File: config.mk
export PLATFORM = sky130hd
export DESIGN_NAME = timing_subsystem
export DESIGN_NICKNAME = d
export VERILOG_FILES = /design/src/rtl/system86_timing_pkg.sv /design/src/rtl/timing_counter.sv /design/src/rtl/timing_subsystem.sv
export SDC_FILE = /design/constraint.sdc
export NUM_CORES = 1
export LEC_CHECK = 0
export ABC_AREA = 1
export CAP_MARGIN = 10
export CORE_MARGIN = 3
export CORE_UTILIZATION = 50
export DETAILED_ROUTE_END_ITERATION = 12
export GPL_TIMING_DRIVEN = 1
export PLACE_DENSITY = 0.87
export SYNTH_ARGS = -nofsm -noshare
export SYNTH_HDL_FRONTEND = slang
export SYNTH_SLANG_ARGS = --single-unit
File: constraint.sdc
create_clock -name CLK_48M -period 1.7 [get_ports CLK_48M]
set_clock_uncertainty 0.1 [all_clocks]
set_input_delay 0.255 -clock CLK_48M [delete_from_list [all_inputs] [get_ports CLK_48M]]
set_output_delay 0.255 -clock CLK_48M [all_outputs]
set_load 0.01 [all_outputs]
File: src/rtl/system86_timing_pkg.sv
// rtl/system86_timing_pkg.sv - raster constants and helpers for the System86 video timing generator
package system86_timing_pkg;

  // Master clocks per pixel; must stay a power of two so the prescaler wraps naturally
  localparam int CLK_DIV = 8;
  localparam int DIV_W   = $clog2(CLK_DIV);

  // Raster counter widths
  localparam int H_W = 9;
  localparam int V_W = 9;

  // Horizontal raster, in pixels
  localparam int H_TOTAL     = 384;
  localparam int H_VISIBLE   = 288;
  localparam int HSYNC_START = 312;
  localparam int HSYNC_WIDTH = 32;

  // Vertical raster, in lines
  localparam int V_TOTAL     = 264;
  localparam int V_VISIBLE   = 224;
  localparam int VSYNC_START = 240;
  localparam int VSYNC_WIDTH = 8;

  // True when x lies in [start, start+width)
  function automatic logic in_window(input int x, input int start, input int width);
    return (x >= start) && (x < start + width);
  endfunction

endpackage

File: src/rtl/timing_counter.sv
// rtl/timing_counter.sv - modulo-N counter with enable, look-ahead next value and wrap pulse
module timing_counter #(
  parameter int N = 384,
  parameter int W = 9
) (
  input  logic         i_clk,
  input  logic         i_rst_n,
  input  logic         i_en,
  output logic [W-1:0] o_count,
  output logic [W-1:0] o_next,
  output logic         o_wrap
);

  logic [W-1:0] r_count;
  logic         w_at_max;

  assign w_at_max = (r_count == W'(N - 1));
  assign o_wrap   = i_en && w_at_max;
  assign o_count  = r_count;

  // Value the counter will hold after this edge; decoders look at it so their
  // registered outputs move in the same cycle as the count itself.
  always_comb begin
    o_next = r_count;
    if (i_en) begin
      o_next = w_at_max ? '0 : r_count + W'(1);
    end
  end

  // Count register
  always_ff @(posedge i_clk or negedge i_rst_n) begin
    if (!i_rst_n) begin
      r_count <= '0;
    end else begin
      r_count <= o_next;
    end
  end

endmodule

File: src/rtl/timing_subsystem.sv
// rtl/timing_subsystem.sv - System86 pixel clock, raster counters, sync/blank and H strobes
module timing_subsystem
  import system86_timing_pkg::*;
#(
  parameter int P_H_TOTAL     = H_TOTAL,
  parameter int P_H_VISIBLE   = H_VISIBLE,
  parameter int P_HSYNC_START = HSYNC_START,
  parameter int P_HSYNC_WIDTH = HSYNC_WIDTH,
  parameter int P_V_TOTAL     = V_TOTAL,
  parameter int P_V_VISIBLE   = V_VISIBLE,
  parameter int P_VSYNC_START = VSYNC_START,
  parameter int P_VSYNC_WIDTH = VSYNC_WIDTH
) (
  input  logic CLK_48M,
  input  logic rst_n,
  output logic CLK_6M,
  output logic _1H,
  output logic _2H,
  output logic _4H,
  output logic n1H,
  output logic S1H,
  output logic S2H,
  output logic nS1H,
  output logic _1V,
  output logic _4V,
  output logic _8V,
  output logic nHSYNC,
  output logic nVSYNC,
  output logic nHBLANK,
  output logic nVBLANK,
  output logic nVRESET,
  output logic nCOMPSYNC
);

  logic [DIV_W-1:0] r_div;
  logic [DIV_W-1:0] w_div_next;
  logic             w_pix_en;
  logic             w_pix_fall;

  logic [H_W-1:0]   w_h;
  logic [H_W-1:0]   w_h_next;
  logic             w_h_wrap;
  logic [V_W-1:0]   w_v;
  logic [V_W-1:0]   w_v_next;
  logic             w_v_wrap;

  logic             w_hs_d;
  logic             w_vs_d;
  logic             w_unused;

  logic r_clk6m;
  logic r_n1h;
  logic r_s1h;
  logic r_s2h;
  logic r_ns1h;
  logic r_hsync_n;
  logic r_vsync_n;
  logic r_hblank_n;
  logic r_vblank_n;
  logic r_vreset_n;
  logic r_csync_n;

  assign w_div_next = r_div + DIV_W'(1);
  assign w_pix_en   = (r_div == DIV_W'(CLK_DIV - 1));
  assign w_pix_fall = (r_div == DIV_W'(CLK_DIV / 2 - 1));

  timing_counter #(
    .N(P_H_TOTAL),
    .W(H_W)
  ) u_h_cnt (
    .i_clk   (CLK_48M),
    .i_rst_n (rst_n),
    .i_en    (w_pix_en),
    .o_count (w_h),
    .o_next  (w_h_next),
    .o_wrap  (w_h_wrap)
  );

  timing_counter #(
    .N(P_V_TOTAL),
    .W(V_W)
  ) u_v_cnt (
    .i_clk   (CLK_48M),
    .i_rst_n (rst_n),
    .i_en    (w_h_wrap),
    .o_count (w_v),
    .o_next  (w_v_next),
    .o_wrap  (w_v_wrap)
  );

  // Only the low H/V bits leave the block; frame wrap has no consumer
  assign w_unused = ^{w_h[H_W-1:3], w_v[V_W-1:4], w_v[1], w_v_wrap};

  // Sync decodes of the upcoming count, shared by the sync and composite flops
  assign w_hs_d = ~in_window(int'(w_h_next), P_HSYNC_START, P_HSYNC_WIDTH);
  assign w_vs_d = ~in_window(int'(w_v_next), P_VSYNC_START, P_VSYNC_WIDTH);

  // Prescaler and pixel clock: CLK_6M high for the first half of each pixel
  always_ff @(posedge CLK_48M or negedge rst_n) begin
    if (!rst_n) begin
      r_div   <= '0;
      r_clk6m <= 1'b1;
    end else begin
      r_div   <= w_div_next;
      r_clk6m <= ~w_div_next[DIV_W-1];
    end
  end

  // Half-pixel delayed H strobes, captured on the CLK_6M falling edge
  always_ff @(posedge CLK_48M or negedge rst_n) begin
    if (!rst_n) begin
      r_s1h  <= 1'b0;
      r_s2h  <= 1'b0;
      r_ns1h <= 1'b1;
    end else if (w_pix_fall) begin
      r_s1h  <= w_h[0];
      r_s2h  <= w_h[1];
      r_ns1h <= ~w_h[0];
    end
  end

  // Raster decodes registered from the next count so they switch with the counters
  always_ff @(posedge CLK_48M or negedge rst_n) begin
    if (!rst_n) begin
      r_n1h      <= 1'b1;
      r_hsync_n  <= 1'b1;
      r_vsync_n  <= 1'b1;
      r_hblank_n <= 1'b1;
      r_vblank_n <= 1'b1;
      r_vreset_n <= 1'b1;
      r_csync_n  <= 1'b1;
    end else begin
      r_n1h      <= ~w_h_next[0];
      r_hsync_n  <= w_hs_d;
      r_vsync_n  <= w_vs_d;
      r_hblank_n <= (int'(w_h_next) < P_H_VISIBLE);
      r_vblank_n <= (int'(w_v_next) < P_V_VISIBLE);
      r_vreset_n <= (int'(w_v_next) != P_V_TOTAL - 1);
      r_csync_n  <= w_hs_d & w_vs_d;
    end
  end

  assign CLK_6M    = r_clk6m;
  assign _1H       = w_h[0];
  assign _2H       = w_h[1];
  assign _4H       = w_h[2];
  assign n1H       = r_n1h;
  assign S1H       = r_s1h;
  assign S2H       = r_s2h;
  assign nS1H      = r_ns1h;
  assign _1V       = w_v[0];
  assign _4V       = w_v[2];
  assign _8V       = w_v[3];
  assign nHSYNC    = r_hsync_n;
  assign nVSYNC    = r_vsync_n;
  assign nHBLANK   = r_hblank_n;
  assign nVBLANK   = r_vblank_n;
  assign nVRESET   = r_vreset_n;
  assign nCOMPSYNC = r_csync_n;

endmodule

==> reports/summary.md <==
In this run switching power makes up 22.0% of total power. Entering global routing, the biggest net connects 33 pins. The tightest hold path in the finished design has a slack of 211 ps.

Leakage power: 0.00117 µW. STA classifies the critical path startpoint as a flop. The die is 64.0 µm tall. For this run, the top clock speed supported by timing is 541 MHz. The detailed router finished its first iteration with 72 violations. The repair_antennas step left the layout with diodes totalling 0. Counting every instance in the synthesized netlist gives 216. The worst max-slew margin expressed relative to the limit was 73.4%; the count of cell types in the netlist was 25. The total global routing overflow came out at 0. The half-perimeter wire length after placement was 2730 µm; the worst-skew pair later-pin latency was 340 ps. Setup violations remaining at the end of the flow were counted as 9. The congestion estimate from routability-driven global placement came to 0.927. After synthesis the cells add up to 1680 µm².

Along the worst path, the maximum fanout reaches 4. Yosys mapped a number of flops with a built-in enable equal to 0. Sequential cells were found to cover 48.2% of the synthesized design area. The total detailed-routing wirelength is 4190 µm, and the actual slew at the worst max-slew pin is 398 ps. The multi-input combinational cells in the finished layout cover a total of 870 µm². Summed over its instances, the top area cell type makes up 34.2% of the synthesized netlist area. The internal portion of the total power is 968 µW. The post-synthesis cell type with the largest combined area was dfrtp_1.

The global-route total usage across every layer is 21.4%, and the initial core utilization is 53.8%. The register bit total from synthesis came out at 32. Worst-case clock buffer depth: 2.

Cells with a size suffix above 1 make up 32.4% of the layout. TritonCTS built the clock tree. The number of global-route vias before repair is 1506. Final net count: 278. The core region is 3130 µm². Setup repair after global routing could not meet its margin everywhere. The origin of the critical flop-to-flop path was u_h_cnt.o_count[1]$_DFF_PN0_.

The run gives 2 as the maximum level of the CTS H-tree. Leaving out fill and tap cells, the most frequent cells in the layout are nand2_1 (64), inv_1 (32), buf_4 (29), dfrtp_1 (22), nor2_1 (17). Of the total power, the clock network draws 37.1%. For this design, the sink count on the clock tree is 32. The first detailed-routing pass took 4 iterations. The mean area per synthesized cell was 7.80 µm²; the initial antenna violation count was 0. The width of the die was 64.0 µm. Per report_power, the sequential group accounts for 61.4% of the total. The first global-routing pass estimated 6790 µm of wire. In this run the worst setup path begins at u_h_cnt.o_count[1]$_DFF_PN0_. Of the total power, combinational logic draws 1.4%. During synthesis, Yosys emitted a total of 0 warnings. The post-route standard cell area excluding fillers is 2330 µm², and the highest ir drop seen on vdd is 410 µV. The tree is rooted in a clkbuf_4. The number of routed nets with antenna violations is 0. The arrival time reported for the critical path endpoint was 2030 ps; the post-detailed-route via-to-cell ratio was 5.09. The kind of end point of the critical path is a flop. After detailed routing, the average wire length per cell comes to 13.2 µm.

The total placed instance area came out at 2070 µm². Dividing total power by cell area gives a power density of 532 nW/µm². Across all layers, the routed design uses 1609 vias.

The signed area change from the synthesized netlist to the final layout came out at 38.4%. The clock-pin slew of the registers on the worst-case setup and hold paths came out at 100 ps. The final reports fail on negative setup slack. In the finished design, the share of the clock period the worst path needs comes to 109%. The tools report the area of the die as 4100 µm². The max-slew violation total from the final report is 0. Buffers placed on the I/O ports in this run total 18. The reported net switching power is 273 µW. The run finished, with violations left. The worst hold path belongs to the class primary input to async pin. The run gives -280 ps as the setup slack at placement. By area the synthesized netlist is led by dfrtp_1 (34%), nand2_1 (17%), dfstp_2 (14%).

The tools report the number of clock buffers inserted by TritonCTS as 5. The post-route worst setup slack was -149 ps; the max-capacitance violation count was 0. 19 I/O pins were placed. The run gives 1880 ps as the required time of the worst setup path. The post-synthesis net count was 223. Counting flops with an async set or reset pin after synthesis yields a share of 100%. Leaving out fill and tap cells, the most frequent cell in the layout is nand2_1. The count of final hold-check violations was 0; the final critical-path required period was 1850 ps. Count of filler cells inserted in the layout: 219.

For the DRC violations left, the log shows 0. Row generation in the floorplan step produced 20 rows. In the synthesized netlist the dominant register cell turns out to be dfrtp_1. The worst setup path is of the flop to flop kind. The run gives 813 µm² as the register cell area after layout.
## power by group through the flow
stage	clock network (µW)	logic (µW)	registers (µW)
final	461	17.8	762
after global routing	505	20.3	762
after CTS	477	18.7	762
after detailed placement	0	18.8	776
after global placement	0	18.5	776
after floorplan	0	0.000471	776
## cell type report
| cell class | count | area share (%) |
|---|---|---|
| flip-flops and latches | 32 | 34.9 |
| inverters | 35 | 5.64 |
| multi-input cells | 149 | 37.3 |
| well taps | 44 | 2.36 |
| clock inverters | 1 | 0.322 |
| repair buffers | 48 | 17.1 |
| clock buffers | 7 | 2.36 |
## layer usage
metal | routed length [µm] | GRT usage (%)
met1 | 1800 | 27.5
met2 | 2040 | 33.0
met3 | 229 | 6.50
met4 | 109 | 9.70
met5 | 0 | 0
## state kept, by name (all words and copies together), names as in the netlist
name and flops:
nVSYNC 1, nVRESET 1, nVBLANK 1, n1H 1
S1H 1, S2H 1, r_div 3, u_v_cnt.o_count 9
nS1H 1, u_h_cnt.o_count 9, nCOMPSYNC 1, nHSYNC 1
nHBLANK 1, CLK_6M 1
## cells by family (layout without fill, tap and decap cells)
kind of cell | after synthesis | count (layout) | synth area share (%)
and+or+nand+nor | 128 | 129 | 34.0
DFF | 32 | 32 | 48.2
buffers and inverters | 36 | 91 | 8.47
AOI/OAI and AO/OA | 15 | 15 | 5.57
adders and majority gates | 5 | 5 | 3.71
## final timing paths
path                                                 to  slack [ps]  cells past startpoint
setup / recovery                      nVRESET$_DFF_PN1_        -150                     11
hold / removal             u_v_cnt.o_count[3]$_DFF_PN0_         210                      2
setup reg to reg                      nVRESET$_DFF_PN1_        -150                     11
hold reg to reg                         S2H$_DFFE_PN0N_         390                      2
max in group asynchronous              CLK_6M$_DFF_PN1_         960                      2
min in group CLK_48M                    S2H$_DFFE_PN0N_         390                      2
## Yosys cell counts (2+ instances only)
library cell and n:
a21oi_1 2, dfrtp_1 23, dfstp_2 9, ha_1 5, inv_1 34, nand2_1 76, nand2_2 2, nand3_1 17
nand3_2 4, nor2_1 18, nor2_2 4, nor2_4 3, o21ai_0 5, o21ai_1 3
## metrics by stage
step / util (%) / total power, µW / instances / TNS, ps
detailed placement: 66.2 / 795 / 296 / -1550
finish: 74.5 / 1240 / 316 / -627
global route: 74.5 / 1290 / 316 / -2110
CTS: 71.7 / 1260 / 311 / -431
floorplan: - / 776 / 216 / -5.46
global placement: 66.2 / 794 / 296 / -816
## critical path, cell delays in order, from the launching register on
cell     delay (ps)
dfrtp_1         430
ha_4            190
nand2_2          90
nor2_1          120
nand4_1         230
nand2_1         160
o21ai_2          80
buf_4           140
inv_2            50
nand2_2          50
nor2_1          100
nand2_1          60
## timing repair
item,in CTS,in global routing
hold buffers,0,0
gates cloned,1,0
setup buffers,6,5
gates resized for setup,28,18
setup endpoints to repair,27,17
hold endpoints to repair,0,0
pin swaps,7,14
Power figures use the tool's default switching activity.
